===== config.mk =====
export PLATFORM = sky130hd
export DESIGN_NAME = srio_swrite_pack_logic
export DESIGN_NICKNAME = d
export VERILOG_FILES = /design/src/rtl/srio_swrite_pack_logic.sv
export SDC_FILE = /design/constraint.sdc
export NUM_CORES = 2
export LEC_CHECK = 0
export ABC_AREA = 0
export CAP_MARGIN = 20
export CORE_MARGIN = 1
export CORE_UTILIZATION = 60
export DETAILED_ROUTE_END_ITERATION = 6
export PLACE_DENSITY = 0.78
export SYNTH_ARGS = -nofsm -noshare
export SYNTH_HDL_FRONTEND = slang
export SYNTH_SLANG_ARGS = --single-unit

===== constraint.sdc =====
create_clock -name AXIS_ACLK -period 5.65 [get_ports AXIS_ACLK]
set_input_delay 0.8475 -clock AXIS_ACLK [delete_from_list [all_inputs] [get_ports AXIS_ACLK]]
set_output_delay 0.8475 -clock AXIS_ACLK [all_outputs]
set_load 0.01 [all_outputs]

===== src/rtl/srio_swrite_pack_logic.sv =====
// SRIO SWRITE packer: buffers one AXIS payload packet, then emits a HELLO
// Ftype 6 header word followed by the payload. Optional TID counter: SWRITE_PACK_TID_EN.
`timescale 1ns/1ps
module srio_swrite_pack_logic #(
  parameter int         MAX_BEATS = 32,
  parameter logic [1:0] PRIO      = 2'd1
) (
  input  logic        AXIS_ACLK,
  input  logic        AXIS_ARESET,
  input  logic        S_AXIS_TVALID,
  output logic        S_AXIS_TREADY,
  input  logic [63:0] S_AXIS_TDATA,
  input  logic        S_AXIS_TLAST,
  input  logic [3:0]  S_AXIS_TDEST,
  output logic        M_AXIS_TVALID,
  input  logic        M_AXIS_TREADY,
  output logic [63:0] M_AXIS_TDATA,
  output logic        M_AXIS_TLAST,
  input  logic [31:0] cmd,
  input  logic [31:0] addr_0,
  input  logic [31:0] addr_1,
  output logic [15:0] drop_cnt
);

  localparam int AW = $clog2(MAX_BEATS);
  localparam int CW = AW + 1;
  localparam int SW = CW + 3;

  typedef enum logic [2:0] {
    ST_IDLE,
    ST_FILL,
    ST_DROP,
    ST_HDR,
    ST_DRAIN
  } state_t;

  state_t        state_q, state_d;
  logic [CW-1:0] cnt_q, cnt_d;
  logic [CW-1:0] rd_q, rd_d;
  logic [31:0]   addr_q, addr_d;
  logic [15:0]   drop_q, drop_d;
  logic          wr_en;
  logic          tid_inc;
  logic [7:0]    tid_w;
  logic [SW-1:0] bytes_m1;
  logic [7:0]    size_w;
  logic [15:0]   drop_inc;
  logic          unused_cmd;

  logic [63:0]   pay_mem [MAX_BEATS];

  assign unused_cmd = ^cmd[31:2];
  assign bytes_m1   = {cnt_q, 3'b000} - SW'(1);
  assign size_w     = 8'(bytes_m1);
  assign drop_inc   = (drop_q == 16'hFFFF) ? drop_q : drop_q + 16'd1;
  assign drop_cnt   = drop_q;

`ifdef SWRITE_PACK_TID_EN
  logic [7:0] tid_q;

  always_ff @(posedge AXIS_ACLK or posedge AXIS_ARESET) begin
    if (AXIS_ARESET)   tid_q <= 8'h00;
    else if (cmd[1])   tid_q <= 8'h00;
    else if (tid_inc)  tid_q <= tid_q + 8'd1;
  end

  assign tid_w = tid_q;
`else
  logic unused_tid;

  assign unused_tid = tid_inc;
  assign tid_w      = 8'h00;
`endif

  // NOTE: every output of this block gets a default first so no path can
  // leave a signal unassigned and infer a latch.
  always_comb begin
    state_d       = state_q;
    cnt_d         = cnt_q;
    rd_d          = rd_q;
    addr_d        = addr_q;
    drop_d        = drop_q;
    wr_en         = 1'b0;
    tid_inc       = 1'b0;
    S_AXIS_TREADY = 1'b0;
    M_AXIS_TVALID = 1'b0;
    M_AXIS_TDATA  = 64'h0;
    M_AXIS_TLAST  = 1'b0;

    case (state_q)
      ST_IDLE: begin
        if (cmd[0]) state_d = ST_FILL;
      end

      ST_FILL: begin
        S_AXIS_TREADY = 1'b1;
        if (S_AXIS_TVALID) begin
          // Unmapped branch: first beat is discarded and the rest swallowed in DROP.
          if (cnt_q == '0 && S_AXIS_TDEST > 4'd1) begin
            if (S_AXIS_TLAST) drop_d  = drop_inc;
            else              state_d = ST_DROP;
          end else begin
            wr_en = 1'b1;
            cnt_d = cnt_q + CW'(1);
            if (cnt_q == '0) addr_d = S_AXIS_TDEST[0] ? addr_1 : addr_0;
            if (S_AXIS_TLAST || cnt_q == CW'(MAX_BEATS - 1)) state_d = ST_HDR;
          end
        end
      end

      ST_DROP: begin
        S_AXIS_TREADY = 1'b1;
        if (S_AXIS_TVALID && S_AXIS_TLAST) begin
          drop_d  = drop_inc;
          state_d = ST_FILL;
        end
      end

      ST_HDR: begin
        M_AXIS_TVALID = 1'b1;
        M_AXIS_TDATA  = {tid_w, 4'h6, 4'h0, 1'b0, PRIO, 1'b0, size_w, 4'h0, addr_q};
        if (M_AXIS_TREADY) begin
          tid_inc = 1'b1;
          state_d = ST_DRAIN;
        end
      end

      ST_DRAIN: begin
        M_AXIS_TVALID = 1'b1;
        M_AXIS_TDATA  = pay_mem[rd_q[AW-1:0]];
        M_AXIS_TLAST  = (rd_q == cnt_q - CW'(1));
        if (M_AXIS_TREADY) begin
          if (M_AXIS_TLAST) begin
            cnt_d   = '0;
            rd_d    = '0;
            state_d = ST_FILL;
          end else begin
            rd_d = rd_q + CW'(1);
          end
        end
      end

      default: state_d = ST_IDLE;
    endcase

    // Soft reset overrides everything; a packet in flight is abandoned.
    if (cmd[1]) begin
      state_d = ST_IDLE;
      cnt_d   = '0;
      rd_d    = '0;
      wr_en   = 1'b0;
    end
  end

  always_ff @(posedge AXIS_ACLK or posedge AXIS_ARESET) begin
    if (AXIS_ARESET) begin
      state_q <= ST_IDLE;
      cnt_q   <= '0;
      rd_q    <= '0;
      addr_q  <= 32'h0;
      drop_q  <= 16'h0;
    end else begin
      state_q <= state_d;
      cnt_q   <= cnt_d;
      rd_q    <= rd_d;
      addr_q  <= addr_d;
      drop_q  <= drop_d;
    end
  end

  // NOTE: the payload buffer has no reset; every entry is written in FILL
  // before DRAIN can read it, so stale contents are never visible.
  always_ff @(posedge AXIS_ACLK) begin
    if (wr_en) pay_mem[cnt_q[AW-1:0]] <= S_AXIS_TDATA;
  end

endmodule


==> metrics <==
Area Growth Syn to Fin=14.76%; nets=4131; final RePlAce weighted congestion=0.8433; Global Route Usage Sum=a little under a third; Post-synth ARST share=under 10%; I/O pin cnt=between 200 and 300; Initial Util=60.70%; P_leak=28.59 nW; Core Region=roughly 130000 sq um; Pins Over Slew Limit=0; Post-CTS Setup Bufs=0; Routed WL=around 210 mm; Final Critical Period=about 5.3 ns; Max Cap Viol=0; number of synthesized register bits=roughly 2100; CTS Hold Bufs=0; largest area contributor in the netlist=edfxtp_1; clock slew at reported path FFs=roughly 0.070 ns; Final Hold Fails=0; Fill cells=7594; final sum of negative setup slack=0 ns; Non-Filler Instances=about 5900; met2 global-route usage=between 50% and 60%; GR met1 Demand/Resource=41.98%; 1st-iter DRT viols=between 6000 and 7000; Max IR drop VDD=~0.00033 V; HPWL Detailed=~110 mm; Critical Path AT=4.45 ns; Reg2Reg Setup Slack=1.93 ns; Pre-Repair DR Iteration Count=7; Num CTS Buffers=between 150 and 200; DIE HEIGHT=369.9 um; failing checks=design-rule violations; post-cts sizing count=0; kind of critical path=reg2out; Mapped Area=approximately 80000 sq um; share of cells above drive strength 1=24.28%; Syn. warnings=0; setup violators final=0; most used routing layer=met2; FMAX=between 150 and 200 MHz; met3 Use GR=around 6.4%; storage element area=63090 sq um; Clock Sinks=around 2100; most frequent cells in the layout=edfxtp_1 (2048), mux4_2 (521), clkdlybuf4s50_1 (220); Relative slew margins=between 20 and 25%; Required @ worst endpoint=roughly 4.8 ns; total global routing overflow=0; Syn Inst Count=~3600; Distinct cells, synth=70; RSZ-0062 raised after global routing=false; wire per inst=35.60 um; via count=about 42000; status=finished with violations; die width=369.9 um; critical path capture point type=output pin; Final Cycle Share=a little over nine tenths; Mapped Nets=between 3000 and 4000; global-route wire length before repair=298.6 mm; worst-path fanout max=33; row cnt=~130; largest net degree at the start of global routing=97; HP Class=in2async; Max Buffers Root-to-Sink=3; Seq/Total Area, Yosys=a little under 80%; ys flop type=edfxtp_1; clk_lat worst skew=a little over 0.8 ns; Residual DRC=45; commonest non-fill, non-tap cell in the layout=edfxtp_1; Cells after DPL=between 5000 and 6000; DR vias/cell=roughly 7.1; Buffers on Ports=about 220; area taken by multi-input logic gates=between 15000 and 20000 sq um; Mean Syn Cell Area=22.47 sq um; root buf cell=clkbuf_16; CTS tree=built; # H-tree levels=4; pwr/cell area=roughly 390 nW/um^2; Final ANT Viol Nets=0; top cells by area, synth=edfxtp_1 (76%), mux4_2 (14%), dfrtp_1 (1.9%); die area=around 140000 sq um; Startpoint Class=register; area fraction of the dominant cell type after synthesis=between 70% and 80%; Post-synth EDFFs=a little over 2000; initial antenna violation count=15; number of global-route vias before repair=between 40000 and 50000; Worst-Margin Slew=between 1 and 1.5 ns; Layout Skew=between 0.04 and 0.05 ns
==> state kept, by name (all words and copies together), names as in the netlist <==
register / count
cnt_q: 6
rd_q: 6
drop_cnt: 16
addr_q: 32
state_q: 3
pay_mem: 2048
==> report_power, final <==
part / total [W] / internal (W) / switching (W)
Sequential: 0.0179 / 0.0177 / 0.000270
Clock: 0.0136 / 0.00779 / 0.00583
Combinational: 0.00449 / 0.00208 / 0.00241
Total: 0.0360 / 0.0275 / 0.00851
==> kinds of logic after synthesis <==
kind of cell | synth area share, %
buf+inv | 1.209
xor+xnor | 0.3343
fa+ha+maj | 0.1078
mux | 16.13
compound gates | 3.069
simple gates | 1.482
flops | 77.67
==> stage by stage <==
| step | hold WS, ns | power [W] | setup slack, ns | util (%) | area, sq um |
|---|---|---|---|---|---|
| after floorplan | 0.4497 | 0.02094 | 0.4029 | - | 81210 |
| after global placement | 0.4697 | 0.02251 | 1.348 | 64.58 | 86400 |
| after detailed placement | 0.4796 | 0.02261 | 1.266 | 64.58 | 86400 |
| after CTS | 0.3722 | 0.03611 | 0.3609 | 69.53 | 93030 |
| after global routing | 0.4418 | 0.03697 | 0.3033 | 69.65 | 93190 |
| final | 0.4017 | 0.03604 | 0.3521 | 69.66 | 93200 |
==> routing by layer <==
layer,part of all wire [%],vias to the layer above
met5,0.019,-
met4,3.8,6
met1,36,21870
li1,-,16090
met3,11,507
met2,49,3155
==> cell usage after synthesis, types with 34 or more instances <==
| master | n |
|---|---|
| a21oi_1 | 45 |
| clkbuf_1 | 110 |
| a22o_1 | 60 |
| a211oi_1 | 50 |
| edfxtp_1 | 2048 |
| nand2_1 | 73 |
| dfrtp_1 | 63 |
| nor2_1 | 57 |
| a22oi_1 | 60 |
| buf_2 | 65 |
| o22ai_1 | 49 |
| nand3_1 | 34 |
| mux2i_1 | 134 |
| mux4_2 | 521 |
==> layout make-up <==
cell class              count  area share [%]
flip-flops and latches   2111           67.70
diodes                     10         0.02685
inverters                   8         0.03356
repair buffers            354           4.049
clock buffers             253           5.717
clock inverters           115           1.398
multi-input cells        1282           18.70
well taps                1768           2.374
==> critical path, cell delays in order (launching register included) <==
cell,delay (ns)
dfrtp_4,0.75
or3b_1,0.98
buf_4,0.39
o22ai_1,0.13
a211oi_1,0.43
a21oi_1,0.19
a22o_1,0.23
clkdlybuf4s50_1,0.49
==> worst paths after layout <==
path                             start          endpoint  cells past startpoint
max                            rd_q[3]  M_AXIS_TDATA[15]                      7
min                        AXIS_ARESET        addr_q[11]                      2
max reg2reg                   cnt_q[0]   pay_mem[20][59]                      8
min reg2reg                 addr_q[17]        addr_q[17]                      2
max in group asynchronous  AXIS_ARESET           rd_q[2]                      3
min in group AXIS_ACLK      addr_q[17]        addr_q[17]                      2
No activity file was read; power rests on OpenSTA's default activity.
